File: src/rtl/oled_refresh_ctrl_if.sv
// rtl/oled_refresh_ctrl_if.sv - frame-buffer read port and transmit byte stream of the refresh sequencer
interface oled_refresh_ctrl_if;
    logic       rden;
    logic [9:0] rdaddress;
    logic [7:0] q;
    logic       tx_valid;
    logic       tx_ready;
    logic       tx_dc;
    logic [7:0] tx_byte;

    modport master (
        output rden, rdaddress, tx_valid, tx_dc, tx_byte,
        input  q, tx_ready
    );

    modport slave (
        input  rden, rdaddress, tx_valid, tx_dc, tx_byte,
        output q, tx_ready
    );
endinterface

File: src/rtl/oled_refresh_ctrl.sv
// rtl/oled_refresh_ctrl.sv - page-by-page OLED frame-buffer refresh sequencer
module oled_refresh_ctrl #(
    parameter bit         CONTINUOUS = 1'b1,
    parameter logic [7:0] COL_OFFSET = 8'd0
) (
    input  logic                       clk,
    input  logic                       rst_n,
    input  logic                       en,
    input  logic                       wr_active,
    oled_refresh_ctrl_if.master        bus,
    output logic                       busy,
    output logic                       frame_done
);
    typedef enum logic [2:0] {S_IDLE, S_CMD, S_RD, S_LAT, S_SEND, S_DONE} state_e;

    state_e     state_q, state_d;
    logic [2:0] page_q, page_d;
    logic [6:0] col_q, col_d;
    logic [1:0] cmd_idx_q, cmd_idx_d;
    logic       rden_q, rden_d;
    logic [9:0] rdaddress_q, rdaddress_d;
    logic       tx_valid_q, tx_valid_d;
    logic       tx_dc_q, tx_dc_d;
    logic [7:0] tx_byte_q, tx_byte_d;
    logic       busy_q, busy_d;
    logic       frame_done_q, frame_done_d;

    function automatic logic [7:0] cmd_byte(input logic [1:0] idx, input logic [2:0] pg);
        case (idx)
            2'd0:    return 8'hB0 | {5'd0, pg};
            2'd1:    return {4'h0, COL_OFFSET[3:0]};
            default: return {4'h1, COL_OFFSET[7:4]};
        endcase
    endfunction

    always_ff @(posedge clk or negedge rst_n) begin
        if (!rst_n) begin
            state_q      <= S_IDLE;
            page_q       <= 3'd0;
            col_q        <= 7'd0;
            cmd_idx_q    <= 2'd0;
            rden_q       <= 1'b0;
            rdaddress_q  <= 10'd0;
            tx_valid_q   <= 1'b0;
            tx_dc_q      <= 1'b0;
            tx_byte_q    <= 8'd0;
            busy_q       <= 1'b0;
            frame_done_q <= 1'b0;
        end else begin
            state_q      <= state_d;
            page_q       <= page_d;
            col_q        <= col_d;
            cmd_idx_q    <= cmd_idx_d;
            rden_q       <= rden_d;
            rdaddress_q  <= rdaddress_d;
            tx_valid_q   <= tx_valid_d;
            tx_dc_q      <= tx_dc_d;
            tx_byte_q    <= tx_byte_d;
            busy_q       <= busy_d;
            frame_done_q <= frame_done_d;
        end
    end

    // Page p lives at (7-p)*128, so the page field of the address is simply ~p.
    always_comb begin
        state_d      = state_q;
        page_d       = page_q;
        col_d        = col_q;
        cmd_idx_d    = cmd_idx_q;
        rden_d       = 1'b0;
        rdaddress_d  = rdaddress_q;
        tx_valid_d   = tx_valid_q;
        tx_dc_d      = tx_dc_q;
        tx_byte_d    = tx_byte_q;
        busy_d       = busy_q;
        frame_done_d = 1'b0;
        case (state_q)
            S_IDLE: begin
                // The frame_done cycle is held idle so back-to-back frames get one dead cycle.
                if (en && !wr_active && !frame_done_q) begin
                    state_d    = S_CMD;
                    page_d     = 3'd0;
                    col_d      = 7'd0;
                    cmd_idx_d  = 2'd0;
                    tx_valid_d = 1'b1;
                    tx_dc_d    = 1'b0;
                    tx_byte_d  = cmd_byte(2'd0, 3'd0);
                    busy_d     = 1'b1;
                end
            end
            S_CMD: begin
                if (bus.tx_ready) begin
                    if (cmd_idx_q != 2'd2) begin
                        cmd_idx_d = cmd_idx_q + 2'd1;
                        tx_byte_d = cmd_byte(cmd_idx_q + 2'd1, page_q);
                    end else begin
                        tx_valid_d  = 1'b0;
                        col_d       = 7'd0;
                        rden_d      = 1'b1;
                        rdaddress_d = {~page_q, 7'd0};
                        state_d     = S_RD;
                    end
                end
            end
            S_RD: state_d = S_LAT;
            S_LAT: begin
                tx_byte_d  = bus.q;
                tx_dc_d    = 1'b1;
                tx_valid_d = 1'b1;
                state_d    = S_SEND;
            end
            S_SEND: begin
                if (bus.tx_ready) begin
                    tx_valid_d = 1'b0;
                    if (col_q != 7'd127) begin
                        col_d       = col_q + 7'd1;
                        rden_d      = 1'b1;
                        rdaddress_d = {~page_q, col_q + 7'd1};
                        state_d     = S_RD;
                    end else if (page_q != 3'd7) begin
                        page_d     = page_q + 3'd1;
                        cmd_idx_d  = 2'd0;
                        tx_valid_d = 1'b1;
                        tx_dc_d    = 1'b0;
                        tx_byte_d  = cmd_byte(2'd0, page_q + 3'd1);
                        state_d    = S_CMD;
                    end else begin
                        frame_done_d = 1'b1;
                        busy_d       = 1'b0;
                        state_d      = CONTINUOUS ? S_IDLE : S_DONE;
                    end
                end
            end
            S_DONE: begin
                if (!en) state_d = S_IDLE;
            end
            default: state_d = S_IDLE;
        endcase
    end

    assign bus.rden      = rden_q;
    assign bus.rdaddress = rdaddress_q;
    assign bus.tx_valid  = tx_valid_q;
    assign bus.tx_dc     = tx_dc_q;
    assign bus.tx_byte   = tx_byte_q;
    assign busy          = busy_q;
    assign frame_done    = frame_done_q;
endmodule

File: src/flat_wrapper.sv
// flat-port wrapper written by rule: the top's interface ports become plain ports
module oled_refresh_ctrl_flat 
#(
    parameter bit         CONTINUOUS = 1'b1,
    parameter logic [7:0] COL_OFFSET = 8'd0
)
  (clk, rst_n, en, wr_active, busy, frame_done, bus_rden, bus_rdaddress, bus_tx_valid, bus_tx_dc, bus_tx_byte, bus_q, bus_tx_ready);
  oled_refresh_ctrl_if bus_i ();
  input  logic clk;
  input  logic rst_n;
  input  logic en;
  input  logic wr_active;
  output logic busy;
  output logic frame_done;
  output wire logic [$bits(bus_i.rden)-1:0] bus_rden;
  output wire logic [$bits(bus_i.rdaddress)-1:0] bus_rdaddress;
  output wire logic [$bits(bus_i.tx_valid)-1:0] bus_tx_valid;
  output wire logic [$bits(bus_i.tx_dc)-1:0] bus_tx_dc;
  output wire logic [$bits(bus_i.tx_byte)-1:0] bus_tx_byte;
  input wire logic [$bits(bus_i.q)-1:0] bus_q;
  input wire logic [$bits(bus_i.tx_ready)-1:0] bus_tx_ready;
  assign bus_rden = bus_i.rden;
  assign bus_rdaddress = bus_i.rdaddress;
  assign bus_tx_valid = bus_i.tx_valid;
  assign bus_tx_dc = bus_i.tx_dc;
  assign bus_tx_byte = bus_i.tx_byte;
  assign bus_i.q = bus_q;
  assign bus_i.tx_ready = bus_tx_ready;
  oled_refresh_ctrl #(.CONTINUOUS(CONTINUOUS), .COL_OFFSET(COL_OFFSET)) u_core (.clk(clk), .rst_n(rst_n), .en(en), .wr_active(wr_active), .bus(bus_i), .busy(busy), .frame_done(frame_done));
endmodule
File: config.mk
export PLATFORM = sky130hd
export DESIGN_NAME = oled_refresh_ctrl_flat
export DESIGN_NICKNAME = d
export VERILOG_FILES = /design/src/rtl/oled_refresh_ctrl_if.sv /design/src/rtl/oled_refresh_ctrl.sv /design/src/flat_wrapper.sv
export SDC_FILE = /design/constraint.sdc
export NUM_CORES = 1
export LEC_CHECK = 0
export ABC_AREA = 1
export CAP_MARGIN = 20
export CORE_MARGIN = 1
export CORE_UTILIZATION = 45
export CTS_BUF_LIST = sky130_fd_sc_hd__clkbuf_8
export CTS_CLUSTER_DIAMETER = 120
export DETAILED_ROUTE_END_ITERATION = 12
export GPL_ROUTABILITY_DRIVEN = 0
export GPL_TIMING_DRIVEN = 0
export PLACE_DENSITY = 0.7
export SYNTH_ARGS = -nofsm -noshare
export SYNTH_HDL_FRONTEND = slang
export SYNTH_SLANG_ARGS = --single-unit
File: constraint.sdc
create_clock -name clk -period 1.7 [get_ports clk]
set_input_delay 0.17 -clock clk [delete_from_list [all_inputs] [get_ports clk]]
set_output_delay 0.17 -clock clk [all_outputs]
set_load 0.05 [all_outputs]
### After elaboration in Yosys (flattened, before gate mapping)

Cells that the tools add are included.

| word-level totals | value |
|---|---|
| input port bits | 13 |
| flip-flop bits (word level) | 38 |

| operators by class | value |
|---|---|
| multiplexer cells | 64 |
| add/sub/neg operators | 3 |
| equal/unequal tests | 19 |
| reduce and logical (&&, ||, !) cells | 20 |
| bitwise gates (word level) | 1 |

Operators by type and width:

| cell | number |
|---|---|
| two-way mux 8 bit | 6 |
| two-way mux 10 bit | 4 |
| two-way mux 7 bit | 5 |
| one-hot mux 8 bit (4 select lines) | 1 |
| two-way mux 3 bit | 10 |
| AND reduction 5 bit | 6 |
| two-way mux 1 bit | 22 |
| one-hot mux 7 bit (3 select lines) | 1 |
| one-hot mux 10 bit (2 select lines) | 1 |
| one-hot mux 3 bit (6 select lines) | 1 |
| one-hot mux 8 bit (2 select lines) | 1 |
| inequality test 2 bit, second input constant | 7 |
| AND reduction 7 bit | 2 |
| two-way mux 2 bit | 6 |
| inequality test 2 x 1 -> 1 bit, second input constant | 4 |
| adder 7 x 1 -> 7 bit, second input constant | 1 |
| inequality test 7 bit, second input constant | 1 |
| equality test 3 x 2 -> 1 bit, second input constant | 2 |
| equality test 3 bit, second input constant | 2 |
| one-hot mux 2 bit (3 select lines) | 1 |
| one-hot mux 3 bit (2 select lines) | 1 |
| AND reduction 6 bit | 1 |
| nonzero test 3 bit | 2 |
| one-hot mux 1 bit (2 select lines) | 2 |
| 14 further kinds | 17 |

### Longest topological paths before layout

Gate-level depths: netlist of the first run.

| depth | value |
|---|---|
| depth after elaboration | 6 |
| mapped depth | 10 |
| gate-level depth less buffers | 10 |

### Least setup slack after synthesis of the first run

Ideal clock, no wire load.

| path | value |
|---|---|
| kind | reg-to-reg |
| from | reg u_core.col_q[0] |
| to | reg u_core.tx_byte_q[0], in the netlist u_core.bus.tx_byte[0] |
| data arrival time | 1.423 ns |
| path buffers | 0 |
| cell stages (with the launch flop) | 11 |
| library setup time | 0.119 ns |
| slack | 0.158 ns |
| path through | dfrtp_1 -> ha_1 -> nand2_1 -> nor2_1 -> nand2_1 -> nand2_1 -> nand2_1 -> nor2_4 -> nand2_4 -> nand2_1 -> nand2_1 |

| on the way | value |
|---|---|
| longest elaborated chain between the ends | 3 |

RTL lines:

| item | line | source |
|---|---|---|
| from (decl) | oled_refresh_ctrl.sv:18 | `logic [6:0] col_q, col_d;` |
| from (signal assigned) | oled_refresh_ctrl.sv:52 | `col_q <= col_d;` |
| inequality test 7 bit | oled_refresh_ctrl.sv:115 | `if (col_q != 7'd127) begin` |
| inequality test 2 bit (no source line) | - |  |
| AND reduction 7 bit (no source line) | - |  |
| to (signal assigned) | oled_refresh_ctrl.sv:58 | `tx_byte_q <= tx_byte_d;` |
| to (decl) | oled_refresh_ctrl.sv:24 | `logic [7:0] tx_byte_q, tx_byte_d;` |

Every way passes these cells.
A chain may end at the register's enable or synchronous reset.

### Worst setup path after layout of the first run

| path | value |
|---|---|
| from | reg u_core.frame_done_q, in the netlist u_core.frame_done |
| to | out frame_done |

RTL lines:

| item | line | source |
|---|---|---|
| from (decl) | oled_refresh_ctrl.sv:26 | `logic frame_done_q, frame_done_d;` |
| from (signal assigned) | oled_refresh_ctrl.sv:60 | `frame_done_q <= frame_done_d;` |
| to (decl) | flat_wrapper.sv:14 | `output logic frame_done;` |

No word-level cell between the ends.

==> flow_summary.yaml, run 1 <==
die:
  dieArea_sq_um: 4930
  core_sq_um: 4410
  die_w_um: 70.2
  die_h_um: 70.2
  io_pins: 36
  fp-row-count: 24
  start_util_pct: 47.4
timing:
  holdWs_ns: -0.0301
  slew_violations: 0
  fmax_mhz: 613
  fin_crit_sh_pct: 95.9
  worstMarginPinSlew_ns: 0.823
  hold_viol: 38
  rsz0062_at_grt: "no"
  tns_ns: 0
  maxSlewHeadroom_pct: 45.2
  finalWorstPathRequiredPeriod_ns: 1.63
  fin_ws_ns: 0.0691
  clock_skew_ns: 0.00522
  setup_violations: 0
clock_network:
  cts.clk_slew.worst_paths_ns: 0.07
  cts_root_buffer: "clkbuf_8"
  cts_buffer_depth: 2
  cts_sinks: 38
  htreeDepth: 2
  clock_latency_ns: 0.29
  ctsHoldBuffers: 0
  cts_buffers: 5
  cts_tree: "done"
global_routing:
  grt_max_degree: 39
  track_usage_pct: 19.6
  grt_pass1_wl_mm: 7.52
  grt_overflow: 0
  antenna_found_initial: 0
  grt_pass1_vias: 1698
layout:
  layout.cells.non_filler: 382
  fill_cells: 414
  antenna_cells: 0
  nNetsFinal: 348
  layout-drive-gt1-share_pct: 16.1
  syn2layout_area_growth_pct: 30.2
worst_setup_path:
  crit_path_end_kind: "primary output"
  startpoint_type: "flop"
  rr_worst_depth: 10
  reg2reg_to: "u_core.bus.rdaddress[3]"
  r2r-start: "u_core.col_q[0]"
  startpoint: "u_core.frame_done"
  cp.depth: 1
  cp_max_fo: 2
  critical-path-max-stage-delay_ns: 0.81
  critPathKind: "reg2out"
  crit_slowest_cell: "clkdlybuf4s50_1"
  critPathCapture: "frame_done"
  crit_family: "buffers and inverters"
  rrSetupSlack_ns: 0.12
  crit_chain: "clkdlybuf4s50_1"
  critical_path_arrival_ns: 1.46
  required_ns: 1.53
  worst-path-buf-inv: 1
detailed_routing:
  drt-initial-drc-count: 109
  drc_errors: 0
  postRouteAntennaNets: 0
  dr.pass1.iters: 4
  wire_per_inst_um: 11.6
  drt-total-wl_mm: 4.44
  vias: 1900
  viasPerCell: 4.97
synthesis:
  netlist.area_leader.share_pct: 45.4
  yosys_warnings: 0
  syn_avg_cell_area_sq_um: 7.50
  ys_seq_area_share_pct: 45.4
  ys_seq_elements: 38
  ys_types: 24
  synthTopCellsByArea: "dfrtp_1 (45%), nand2_1 (21%), nand3_1 (5.3%)"
  synth_top_area_cell: "dfrtp_1"
  synth_nets: 298
  syn_area_sq_um: 2090
  synthesis.instances: 279
power:
  power_switching_mw: 2.35
  p_int_mw: 2.49
  peakVddDrop_mv: 1.21
  pwr-share-comb_pct: 57.8
  p_seq_share_pct: 27.4
  pwr-share-clk_pct: 14.9
  finalPower_mw: 4.84
  netSwitchingFraction_pct: 48.5
  p_leak_nw: 1.47
  powerDensity_nw_per_um2: 1770
job:
  cap_violations: 0
placement:
  dpl.hpwl_mm: 3.27
  preCtsSetupSlack_ns: -0.0718
  dp_cells: 366
  numPortBuffers: 35
min_path:
  hp-class: "in2async"
status:
  status: "finished, violations left"
  failed_checks: "hold timing"
==> cells in the final DEF (no fill, tap or decap) <==
cell / synthesis / routed
buf_6: 1 / 1
o21ai_2: 2 / 2
a21oi_1: 4 / 4
nand2_4: 3 / 5
o21ai_0: 5 / 5
clkdlybuf4s50_1: 0 / 34
nand2_1: 116 / 113
nand3_1: 22 / 22
dfrtp_1: 38 / 33
inv_2: 3 / 2
ha_1: 6 / 5
dfrtp_2: 0 / 5
nor2_8: 1 / 1
nand4_1: 7 / 7
o211ai_1: 1 / 1
inv_1: 25 / 25
xor2_1: 1 / 1
nand3_2: 2 / 1
buf_4: 0 / 8
nor2_4: 3 / 5
nand3_4: 0 / 1
buf_2: 1 / 2
nor2_2: 3 / 3
clkbuf_8: 0 / 8
ha_2: 0 / 1
nand3b_1: 1 / 1
nor3_1: 1 / 1
nand2_2: 5 / 6
inv_4: 0 / 1
nor2_1: 27 / 25
or2_2: 1 / 1
==> per-stage QoR <==
| step | cell area (sq um) | utilization, % |
|---|---|---|
| global route | 2730 | 61.7 |
| finish | 2730 | 61.7 |
| floorplan | 2090 | - |
| global placement | 2510 | 56.8 |
| detailed placement | 2500 | 56.7 |
| CTS | 2640 | 59.9 |
==> flip-flops by register name, indices dropped and copies added, names as in the netlist <==
register / cells
u_core.bus.rdaddress: 10
u_core.bus.tx_byte: 8
u_core.col_q: 7
u_core.page_q: 3
u_core.state_q: 3
u_core.cmd_idx_q: 2
u_core.bus.rden: 1
u_core.bus.tx_dc: 1
u_core.bus.tx_valid: 1
u_core.busy: 1
u_core.frame_done: 1
==> power by group through the flow <==
stage	clock [mW]	combinational (mW)	sequential [mW]
final	0.718	2.79	1.32
after global routing	0.770	3.08	1.35
after CTS	0.729	2.69	1.31
after detailed placement	0	2.62	1.32
after global placement	0	2.60	1.32
after floorplan	0	1.37	1.86
==> how the worst min path moves through the flow <==
| stage | end | slack [ns] | cells past startpoint |
|---|---|---|---|
| floorplan | u_core.bus.rdaddress[0] | -0.13 | 0 |
| global placement | u_core.bus.tx_byte[0] | 0.46 | 2 |
| detailed placement | u_core.bus.rdaddress[4] | 0.32 | 1 |
| CTS | u_core.bus.tx_valid | 0.009 | 1 |
| global route | u_core.bus.tx_valid | 0.05 | 1 |
| finish | u_core.bus.tx_valid | -0.03 | 1 |
==> repair_timing <==
item | CTS | global route
pin swaps | 1 | 4
setup endpoints to repair | 21 | 34
endpoints found under the hold margin | 0 | 0
gates resized for setup | 3 | 14
setup buffers | 3 | 5
cloned | 0 | 0
==> layout make-up <==
class,instances,area [sq um],share of cell area (%)
inverter,28,108,3.95
buffer,2,16.3,0.597
clock buffer,8,110,4.04
sequential,38,957,35.1
tap,52,65.1,2.39
multi-input combinational,211,1060,39.0
timing repair buffer,43,405,14.9
==> cell families (layout without fill, tap and decap cells) <==
kind of cell / after synthesis / count (layout) / share of synthesized area, %
compound gates: 12 / 12 / 3.35
xor+xnor: 1 / 1 / 0.418
fa+ha+maj: 6 / 6 / 3.59
flops: 38 / 38 / 45.4
buf+inv: 30 / 81 / 5.80
simple gates: 192 / 192 / 41.4
==> layer usage <==
layer / global-route usage [%] / vias up / part of all wire, %
li1: - / 982 / -
met1: 26.9 / 877 / 49
met2: 30.9 / 34 / 46
met3: 3.90 / 7 / 3.0
met4: 7.33 / 0 / 1.8
met5: 0 / - / 0
==> cell usage after synthesis <==
library cell and n:
nand2_1 116, dfrtp_1 38, nor2_1 27, inv_1 25
nand3_1 22, nand4_1 7, ha_1 6, nand2_2 5
o21ai_0 5, a21oi_1 4, inv_2 3, nand2_4 3
nor2_2 3, nor2_4 3, nand3_2 2, o21ai_2 2
buf_2 1, buf_6 1, nand3b_1 1, nor2_8 1
nor3_1 1, o211ai_1 1, or2_2 1, xor2_1 1
(Power assumes the default switching activity.)
==> run 2, diff against run 1 <==
Settings changed: DONT_BUFFER_PORTS from default to 1, PLACE_DENSITY 0.7 to default.
==> run 2 against run 1 <==
- the run now ends clean
- utilization shrank 3.9 points
- global-route usage grew 0.57 points
- maximum frequency increased by 0.31%
- die area stayed put
- via count shrank 2.6%
- cell count shrank 5.2%
- setup slack improved by 0.0050 ns
- design area is 6.3% lower
- total power shrank 2.8%
- clock-buffer cell count fell by 2
- sequential power is 44% higher
- critical path type is now reg2reg
- critical endpoint is now u_core.bus.rdaddress[4]
==> flow_summary.yaml, run 2 (synthesis gave the netlist of run 1 again) <==
status:
  status: "completed"
worst_setup_path:
  cp_max_fo: 6
  crit_chain: "ha_4, nand2_1, nor2_2, nand2_2, nor2_4, nor2_8, nand2_4, clkbuf_16, nand2_1, nand2_1"
  crit_slowest_cell: "dfrtp_1"
  rrSetupSlack_ns: 0.07
  critical_path_arrival_ns: 1.85
  crit_path_end_kind: "flop"
  critical-path-max-stage-delay_ns: 0.41
  crit_path_frequent_cell: "nand2_1"
  reg2reg_to: "u_core.bus.rdaddress[4]"
  startpoint_type: "flop"
  r2r-start: "u_core.col_q[1]"
  rr_worst_depth: 10
  critPathKind: "reg2reg"
  required_ns: 1.92
global_routing:
  grt_use_met2_pct: 30.9
  grt_pass1_wl_mm: 7.85
  use_met3_pct: 5.77
  grt.busiest_layer: "met2"
  grt_overflow: 0
  track_usage_pct: 20.2
  grt_max_degree: 39
  groute.layer.met1.usage_pct: 27.9
  grt_pass1_vias: 1697
  antenna_found_initial: 0
clock_network:
  cts_buffers: 5
  cts_root_buffer: "clkbuf_8"
  clock_latency_ns: 0.29
  cts.clk_slew.worst_paths_ns: 0.07
  htreeDepth: 2
  cts_buffer_depth: 2
  cts_tree: "done"
  cts_sinks: 38
detailed_routing:
  viasPerCell: 5.11
  dr.pass1.iters: 4
  postRouteAntennaNets: 0
  drt-initial-drc-count: 71
  drt-total-wl_mm: 4.71
  drc_errors: 0
  vias: 1850
  wire_per_inst_um: 13.0
timing:
  holdWs_ns: 0.118
  fin_ws_ns: 0.0742
  worstMarginPinSlew_ns: 0.478
  rsz0062_at_grt: "yes"
  slew_violations: 0
  maxSlewHeadroom_pct: 68.1
  fmax_mhz: 615
  fin_crit_sh_pct: 95.6
  finalWorstPathRequiredPeriod_ns: 1.63
  tns_ns: 0
  hold_viol: 0
  clock_skew_ns: 0.00614
  setup_violations: 0
layout:
  final_cell_mix: "nand2_1 (113), dfrtp_1 (33), inv_1 (25)"
  layout_commonest_cell: "nand2_1"
  nNetsFinal: 330
  postLayoutCoreUtil_pct: 57.9
  largest_register_ffs: 10
  syn2layout_area_growth_pct: 22.0
  layout-drive-gt1-share_pct: 21.0
  antenna_cells: 0
min_path:
  hold_depth: 2
  whs_endpoint: "u_core.frame_done"
  holdCritStartpoint: "bus_tx_ready"
  hp-class: "in2reg"
die:
  core_sq_um: 4410
  start_util_pct: 47.4
  die_h_um: 70.2
  io_pins: 36
  die_w_um: 70.2
  dieArea_sq_um: 4930
  fp-row-count: 24
power:
  powerDensity_nw_per_um2: 1840
  peakVddDrop_mv: 0.962
  p_leak_nw: 1.44
  finalPower_mw: 4.70
placement:
  preCtsSetupSlack_ns: -0.118
  dpl.hpwl_mm: 3.13
  numPortBuffers: 0
job:
  cap_violations: 0
## run 2: cell types whose count changed in the layout (fill, tap and decap cells not counted), moves of 2 or more
cell,change
clkdlybuf4s50_1,-34
buf_4,+12
dlygate4sd3_1,+3
nand2_2,-3
nand2_4,+3
clkbuf_8,-2
## run 2: critical path: cells and delay by family, from the launching register on
kind                     cells  cell delay, ns
adder cells (fa/ha/maj)      1            0.17
buffers and inverters        1            0.16
flip-flops                   1            0.41
AND/OR/NAND/NOR              8            0.81
## run 2: final cells by class
class / count / area, sq um
inverters: 28 / 108
plain buffers: 2 / 20.0
clock buffers: 6 / 82.6
flip-flops and latches: 38 / 957
repair buffers: 25 / 225
fillers: 425 / 1860
well taps: 52 / 65.1
multi-input cells: 211 / 1100
## run 2: how the worst max path moves through the flow
| stage | start | end | cells past startpoint |
|---|---|---|---|
| after global routing | u_core.state_q[0] | u_core.bus.tx_byte[5] | 10 |
| after floorplan | u_core.col_q[0] | u_core.bus.tx_byte[0] | 10 |
| final | u_core.col_q[1] | u_core.bus.rdaddress[4] | 10 |
| after CTS | u_core.col_q[0] | u_core.bus.tx_byte[4] | 10 |
| after global placement | u_core.col_q[0] | u_core.bus.tx_byte[4] | 10 |
| after detailed placement | u_core.col_q[0] | u_core.bus.tx_byte[4] | 10 |
## run 2: per-stage QoR
step | cells | instance area, sq um
final | 362 | 2550
after floorplan | 279 | 2090
after global placement | 331 | 2160
after detailed placement | 331 | 2160
after global routing | 362 | 2550
after CTS | 344 | 2330
## run 2: per-layer routing
layer / up-vias / routed length [um]
met5: - / 0
met4: 0 / 40
met3: 4 / 245
met2: 45 / 2180
met1: 868 / 2250
li1: 933 / -
## run 2: where the power goes
| part | internal [mW] | switching (mW) |
|---|---|---|
| clock | 0.313 | 0.296 |
| sequential | 1.13 | 0.767 |
| combinational | 0.871 | 1.32 |
## run 2: what timing repair did
item                                    in CTS  in global routing
endpoints found under the hold margin       40                  0
pin swaps                                    1                 13
gates cloned                                 0                  1
endpoints found under the setup margin      20                 31
resized for setup                            5                 19
hold buffers                                 4                  0
setup buffers                                3                 17
